### src/rtl/pattern_search_pkg.sv
// Shared types for the pattern search engine.
// Latency: n/a (types and constants only).
// Backpressure: n/a.
//
// state_t carries fixed 4-bit codes; they are exported on actual_state, so
// any debug tooling can decode them directly.
package pattern_search_pkg;

  typedef enum logic [3:0] {
    IDLE  = 4'd0,
    INIT  = 4'd1,
    CHECK = 4'd2,
    FETCH = 4'd3,
    CMP   = 4'd4,
    HIT   = 4'd5,
    DONE  = 4'd6
  } state_t;

  localparam logic MODE_ALL   = 1'b0;  // report every (overlapping) match
  localparam logic MODE_FIRST = 1'b1;  // stop at the first match

endpackage

### src/rtl/pos_log_fifo.sv
// Small synchronous FIFO holding the text positions of matches.
// Latency: push visible on pop_vld/pop_dat the cycle after the push edge.
// Backpressure: none; a push into a full FIFO is dropped and sets sticky ovf.
//
// Only built when SEARCH_POS_LOG_EN is defined; without it the search engine
// has no position log and this module does not exist.
//
// Ports:
//   clk, rst      clock, async active-low reset
//   flush         clear contents and ovf (synchronous, wins over push/pop)
//   push/push_dat write one entry
//   pop           discard head entry; ignored when empty
//   pop_vld       FIFO holds at least one entry
//   pop_dat       head entry
//   ovf           a push was dropped since the last flush/reset
`ifdef SEARCH_POS_LOG_EN
module pos_log_fifo #(
  parameter  int DEPTH = 4,
  parameter  int W     = 8,
  localparam int AW    = (DEPTH > 1) ? $clog2(DEPTH) : 1,
  localparam int CW    = $clog2(DEPTH + 1)
) (
  input  logic         clk,
  input  logic         rst,
  input  logic         flush,
  input  logic         push,
  input  logic [W-1:0] push_dat,
  input  logic         pop,
  output logic         pop_vld,
  output logic [W-1:0] pop_dat,
  output logic         ovf
);

  logic [W-1:0]  mem [DEPTH];
  logic [AW-1:0] wr_ptr, rd_ptr;
  logic [CW-1:0] cnt;
  logic          full, do_pop, do_push;

  function automatic logic [AW-1:0] ptr_next(input logic [AW-1:0] p);
    return (p == AW'(DEPTH - 1)) ? '0 : p + AW'(1);
  endfunction

  assign full    = (cnt == CW'(DEPTH));
  assign pop_vld = (cnt != '0);
  assign pop_dat = mem[rd_ptr];
  assign do_pop  = pop && pop_vld;
  // A simultaneous pop frees the slot, so the push still lands when full.
  assign do_push = push && (!full || do_pop);

  always_ff @(posedge clk) begin
    if (do_push && !flush) mem[wr_ptr] <= push_dat;
  end

  always_ff @(posedge clk or negedge rst) begin
    if (!rst) begin
      wr_ptr <= '0;
      rd_ptr <= '0;
      cnt    <= '0;
      ovf    <= 1'b0;
    end else if (flush) begin
      wr_ptr <= '0;
      rd_ptr <= '0;
      cnt    <= '0;
      ovf    <= 1'b0;
    end else begin
      if (do_push) wr_ptr <= ptr_next(wr_ptr);
      if (do_pop)  rd_ptr <= ptr_next(rd_ptr);
      case ({do_push, do_pop})
        2'b10:   cnt <= cnt + CW'(1);
        2'b01:   cnt <= cnt - CW'(1);
        default: cnt <= cnt;
      endcase
      if (push && !do_push) ovf <= 1'b1;
    end
  end

endmodule
`endif

### src/rtl/pattern_search_engine.sv
// Naive sliding-window text/pattern search over two external 1-cycle RAMs.
// Latency: INIT one cycle after start, then 2 cycles per character compare,
//          1 cycle per window check and 1 per hit; done pulses for one cycle.
// Backpressure: none; start is only honoured in IDLE, ignored while busy.
//
// Optional feature: define SEARCH_POS_LOG_EN to add a match-position FIFO
// (ports pos_pop, pos_valid, pos_data, pos_overflow; parameter POS_DEPTH).
//
// Ports:
//   clk, rst          clock, async active-low reset
//   start, mode       launch; 0 = all overlapping matches, 1 = stop at first
//   text_len, pat_len lengths, captured in INIT (text_len clamps to TXT_DEPTH)
//   txt_addr/txt_data text RAM read port (data one cycle after address)
//   pat_addr/pat_data pattern RAM read port (data one cycle after address)
//   busy, done        search in progress / one-cycle completion pulse
//   found, match_count, first_pos  results, held until the next INIT
//   actual_state      current state code
module pattern_search_engine
  import pattern_search_pkg::*;
#(
  parameter  int CHAR_W    = 8,
  parameter  int TXT_DEPTH = 64,
  parameter  int PAT_DEPTH = 16,
  parameter  int CNT_W     = 8,
`ifdef SEARCH_POS_LOG_EN
  parameter  int POS_DEPTH = 4,
`endif
  localparam int TXT_AW    = $clog2(TXT_DEPTH),
  localparam int PAT_AW    = $clog2(PAT_DEPTH)
) (
  input  logic              clk,
  input  logic              rst,
  input  logic              start,
  input  logic              mode,
  input  logic [TXT_AW:0]   text_len,
  input  logic [PAT_AW:0]   pat_len,
  output logic [TXT_AW-1:0] txt_addr,
  input  logic [CHAR_W-1:0] txt_data,
  output logic [PAT_AW-1:0] pat_addr,
  input  logic [CHAR_W-1:0] pat_data,
  output logic              busy,
  output logic              done,
  output logic              found,
  output logic [CNT_W-1:0]  match_count,
  output logic [TXT_AW-1:0] first_pos,
  output logic [3:0]        actual_state
`ifdef SEARCH_POS_LOG_EN
  ,
  input  logic              pos_pop,
  output logic              pos_valid,
  output logic [TXT_AW-1:0] pos_data,
  output logic              pos_overflow
`endif
);

  localparam int BW = TXT_AW + 1;  // base / text length width
  localparam int KW = PAT_AW + 1;  // offset / pattern length width
  localparam int SW = TXT_AW + 2;  // window end, wide enough never to wrap

  state_t        state, state_nxt;
  logic [BW-1:0] base, tl_q, tl_clamped;
  logic [KW-1:0] koff, pl_q;
  logic          mode_q;
  logic [SW-1:0] window_end;
  logic          window_ok, char_eq, last_char, busy_nxt;

  assign tl_clamped = (text_len > BW'(TXT_DEPTH)) ? BW'(TXT_DEPTH) : text_len;
  assign window_end = SW'(base) + SW'(pl_q);
  assign window_ok  = (pl_q != '0) && (window_end <= SW'(tl_q));
  assign char_eq    = (txt_data == pat_data);
  assign last_char  = ((koff + KW'(1)) == pl_q);

  // Addresses are only driven in FETCH; elsewhere base may already point one
  // past the last legal window, so they are parked at 0.
  assign txt_addr = (state == FETCH) ? (TXT_AW'(base) + TXT_AW'(koff)) : '0;
  assign pat_addr = (state == FETCH) ? PAT_AW'(koff) : '0;

  assign actual_state = state;

  always_ff @(posedge clk or negedge rst) begin
    if (!rst) state <= IDLE;
    else      state <= state_nxt;
  end

  always_comb begin
    state_nxt = state;
    case (state)
      IDLE:    if (start) state_nxt = INIT;
      INIT:    state_nxt = CHECK;
      CHECK:   state_nxt = window_ok ? FETCH : DONE;
      FETCH:   state_nxt = CMP;
      CMP: begin
        if (!char_eq)      state_nxt = CHECK;
        else if (last_char) state_nxt = HIT;
        else               state_nxt = FETCH;
      end
      HIT:     state_nxt = (mode_q == MODE_FIRST) ? DONE : CHECK;
      DONE:    state_nxt = IDLE;
      default: state_nxt = IDLE;
    endcase
  end

  assign busy_nxt = (state_nxt inside {INIT, CHECK, FETCH, CMP, HIT});

  // busy/done are registered from the next state so they line up exactly
  // with the state they describe.
  always_ff @(posedge clk or negedge rst) begin
    if (!rst) begin
      busy        <= 1'b0;
      done        <= 1'b0;
      found       <= 1'b0;
      match_count <= '0;
      first_pos   <= '0;
      base        <= '0;
      koff        <= '0;
      tl_q        <= '0;
      pl_q        <= '0;
      mode_q      <= 1'b0;
    end else begin
      busy <= busy_nxt;
      done <= (state_nxt == DONE);
      case (state)
        INIT: begin
          tl_q        <= tl_clamped;
          pl_q        <= pat_len;
          mode_q      <= mode;
          base        <= '0;
          koff        <= '0;
          found       <= 1'b0;
          match_count <= '0;
          first_pos   <= '0;
        end
        CMP: begin
          if (!char_eq) begin
            base <= base + BW'(1);
            koff <= '0;
          end else if (!last_char) begin
            koff <= koff + KW'(1);
          end
        end
        HIT: begin
          if (match_count != {CNT_W{1'b1}}) match_count <= match_count + CNT_W'(1);
          if (!found) first_pos <= TXT_AW'(base);
          found <= 1'b1;
          if (mode_q != MODE_FIRST) begin
            base <= base + BW'(1);
            koff <= '0;
          end
        end
        default: ;
      endcase
    end
  end

`ifdef SEARCH_POS_LOG_EN
  pos_log_fifo #(
    .DEPTH (POS_DEPTH),
    .W     (TXT_AW)
  ) u_pos_log (
    .clk      (clk),
    .rst      (rst),
    .flush    (state == INIT),
    .push     (state == HIT),
    .push_dat (TXT_AW'(base)),
    .pop      (pos_pop),
    .pop_vld  (pos_valid),
    .pop_dat  (pos_data),
    .ovf      (pos_overflow)
  );
`endif

endmodule

### config.mk
export PLATFORM = sky130hd
export DESIGN_NAME = pattern_search_engine
export DESIGN_NICKNAME = d
export VERILOG_FILES = /design/src/rtl/pattern_search_pkg.sv /design/src/rtl/pos_log_fifo.sv /design/src/rtl/pattern_search_engine.sv
export SDC_FILE = /design/constraint.sdc
export NUM_CORES = 1
export LEC_CHECK = 0
export ABC_AREA = 0
export CELL_PAD_IN_SITES_DETAIL_PLACEMENT = 0
export CELL_PAD_IN_SITES_GLOBAL_PLACEMENT = 1
export CORE_UTILIZATION = 42
export CTS_CLUSTER_SIZE = 14
export DETAILED_ROUTE_END_ITERATION = 8
export PLACE_DENSITY_LB_ADDON = 0.2
export SYNTH_ARGS = -nofsm -noshare
export SYNTH_HDL_FRONTEND = slang
export SYNTH_SLANG_ARGS = --single-unit
### constraint.sdc
create_clock -name clk -period 4.2 [get_ports clk]
set_clock_uncertainty 0.05 [all_clocks]
set_input_delay 0.84 -clock clk [delete_from_list [all_inputs] [get_ports clk]]
set_output_delay 0.84 -clock clk [all_outputs]
set_load 0.05 [all_outputs]
==> impl_metrics.py <==
metrics = {
    "status": {
        "status": "finished clean",
    },
    "critical_path": {
        "critical-path-top-delay-family": "buffers and inverters",
        "reg2reg_slack_ns": 0.97,
        "end_kind": "output port",
        "r2r_end": "busy$_DFF_PN0_",
        "worstPathArrival_ns": 2.78,
        "crit_type": "register to output port",
        "rr_startpoint": "base[0]$_DFFE_PN0P_",
        "crit_buf_inv": 1,
        "cp_cell_sequence": "ha_1, a21o_1, a21oi_1, o21bai_1, o311ai_0, clkdlybuf4s50_1",
        "cpMaxStageDelayCell": "clkdlybuf4s50_1",
        "cp-startpoint": "base[1]$_DFFE_PN0P_",
        "cp_max_fo": 6,
        "startpoint_type": "register",
        "rr_worst_depth": 14,
        "required_ns": 3.31,
        "max_stage_delay_ns": 0.86,
    },
    "clock_network": {
        "numCtsBuffers": 5,
        "cts.repair.resized": 0,
        "root_buffer": "clkbuf_8",
        "cts_tree": "built",
        "clk_pin_slew_ns": 0.09,
        "post_cts.repair.setup_buffers": 0,
        "htree_num_levels": 2,
        "hold_buffers": 0,
        "clock-sinks": 46,
        "insertion_delay_ns": 0.31,
        "clock_path_buffers": 2,
    },
    "detailed_routing": {
        "viasPerCell": 5.42,
        "totalWireLength_um": 7410,
        "vias": 2749,
        "remaining_drc_errors": 0,
        "detail-route-antenna-nets": 0,
        "first_pass_iters": 4,
        "wl_per_cell_um": 14.6,
        "first_iter_violations": 136,
    },
    "global_route": {
        "grt.total_usage_pct": 20.5,
        "grt_max_degree": 47,
        "grt.busiest_layer": "met2",
        "use_met3_pct": 3.77,
        "grt-ovfl-total": 0,
        "grtUsageMet1_pct": 29.6,
        "grt_pass1_vias": 2422,
        "grtUsageMet2_pct": 31.4,
        "grt_pass1_wl_um": 12100,
        "antenna_found_initial": 0,
    },
    "timing": {
        "post-route-period-util_pct": 87.3,
        "tightest_slew_ns": 1.05,
        "tns_ns": 0,
        "setup_ws_ns": 0.535,
        "holdWs_ns": 0.435,
        "setup_viol": 0,
        "min_period_ns": 3.67,
        "final_max_slew_viol_count": 0,
        "maxSlewHeadroom_pct": 29.9,
        "rsz0062_at_grt": "no",
        "clock.fmax_mhz": 273,
        "hold_viol_final": 0,
    },
    "floorplanning": {
        "num_rows": 30,
        "dieHeight_um": 87.9,
        "start_util_pct": 44.6,
        "ios": 63,
        "fp.dieArea_mm2": 0.00772,
        "fp.dieW_um": 87.9,
        "core_area_mm2": 0.00694,
    },
    "synth": {
        "synth_edf_count": 0,
        "yosysWarnings": 0,
        "seq_area_frac_synth_pct": 37.2,
        "synth-compound-area-share_pct": 15.9,
        "ys_types": 61,
        "syn_nets": 408,
        "synth_top_family_by_area": "simple AND/OR/NAND/NOR gates",
        "syn_inst": 354,
        "synth_top_flop_cell": "dfrtp_1",
        "synth_area_mm2": 0.00310,
        "synthXorXnorAreaFrac_pct": 6.22,
        "synth_seq_cells": 46,
        "async_reset_ff_share_pct": 100,
        "synthMuxAreaShare_pct": 0.687,
        "avgSynthCellArea_um2": 8.75,
        "yosys.area_share.simple_pct": 25.8,
        "synth_fa_ha_area_share_pct": 9.37,
    },
    "job": {
        "cap_violations": 0,
    },
    "power_and_ir_drop": {
        "peakVddDrop_mv": 0.253,
        "leakage_uw": 0.00161,
        "power_density_mw_per_mm2": 499,
    },
    "place": {
        "dp_slack_ns": 0.886,
        "io_buffer_count": 62,
        "place_congestion": 0.850,
        "place_hpwl_um": 5690,
    },
    "worst_hold_path": {
        "holdPathEnd": "first_pos[4]$_DFFE_PN0P_",
        "hold_start": "first_pos[4]$_DFFE_PN0P_",
        "hold_path_depth": 2,
        "hp-class": "register to register",
    },
    "cells_and_area": {
        "diodes": 0,
        "layout_commonest_cell": "clkdlybuf4s50_1",
        "nets": 464,
        "mostFrequentLayoutCells": "61 x clkdlybuf4s50_1, 55 x nand2_1, 46 x dfrtp_1",
        "layout-drive-gt1-share_pct": 6.08,
        "syn_to_final_growth_pct": 24.8,
    },
}
## registers in the layout, indices dropped and copies added (netlist names), 4 cells and up
name          flops
tl_q              7
pl_q              5
match_count       8
base              7
koff              5
first_pos         6
actual_state      4
## cell type report
cell class	instances	area (um2)
sequential	46	1150
clock buffer	5	68.8
timing repair buffer	64	631
multi-input combinational	275	1800
clock inverter	3	25.0
inverter	18	67.6
fill	667	3080
tap	96	120
## metrics by stage
stage                     utilization, %  power, uW  cell area, um2  instances
after floorplan                        -       1370            3100        354
after global routing                55.7       2080            3860        507
after CTS                           55.7       1940            3860        507
final                               55.7       1930            3860        507
after detailed placement            54.3       1650            3770        499
after global placement              54.3       1630            3770        499
## where the power goes
group / internal, uW / total (uW) / switching, uW
combinational: 380 / 926 / 546
sequential: 554 / 713 / 158
clock: 120 / 288 / 167
## cells by family after synthesis
logic type | Yosys count
AOI/OAI and AO/OA | 73
xor gates and xnor gates | 22
buffers and inverters | 33
and+or+nand+nor | 155
DFF | 46
other | 1
muxes | 2
adders and majority gates | 22
## cells in the mapped netlist (all sizes together) (3+ instances only)
cell type  instances  area (um2)
or2                4        25.0
o2111ai            3        26.3
nand2b             4        25.0
or4                7        52.6
nor2b              6        37.5
ha                20         250
o31ai              4        30.0
nand3             13        65.1
clkbuf             9        33.8
nor3               5        25.0
a211oi             3        27.5
and2               6        37.5
xnor2             19         166
a21oi              8        40.0
o211ai             6        45.0
and3               4        25.0
nand3b             5        37.5
buf                6        43.8
nor4               3        40.0
nor2              28         115
o21ai             27         139
nand4              4        25.0
inv               18        67.6
or3                6        37.5
nand2             55         206
dfrtp             46        1150
xor2               3        26.3
## worst max path at each step
| stage | to | slack (ns) | cells after the start |
|---|---|---|---|
| 2_1_floorplan | txt_addr[5] | 0.28 | 5 |
| 3_3_place_gp | txt_addr[5] | 0.91 | 6 |
| 3_5_place_dp | txt_addr[5] | 0.89 | 6 |
| 4_1_cts | txt_addr[5] | 0.53 | 6 |
| 5_1_grt | txt_addr[5] | 0.30 | 6 |
| 6_report | txt_addr[5] | 0.53 | 6 |
## worst register-to-register path, cell delays in order, from the launching register on
cell and delay (ns):
dfrtp_1 0.48, ha_1 0.24, inv_1 0.07, fa_1 0.40, nor2b_1 0.12, o21ai_0 0.09
a21boi_0 0.23, o21ai_0 0.13, xnor2_1 0.17, ha_1 0.30, nand3_1 0.08, o22ai_1 0.12
a31oi_1 0.08, o311ai_1 0.41, and3_1 0.22
## per-layer routing
metal,part of all wire [%],wire (um)
met1,47,3480
met4,1.7,125
met3,5.2,385
met2,46,3420
met5,0,0
(Power assumes the default switching activity.)
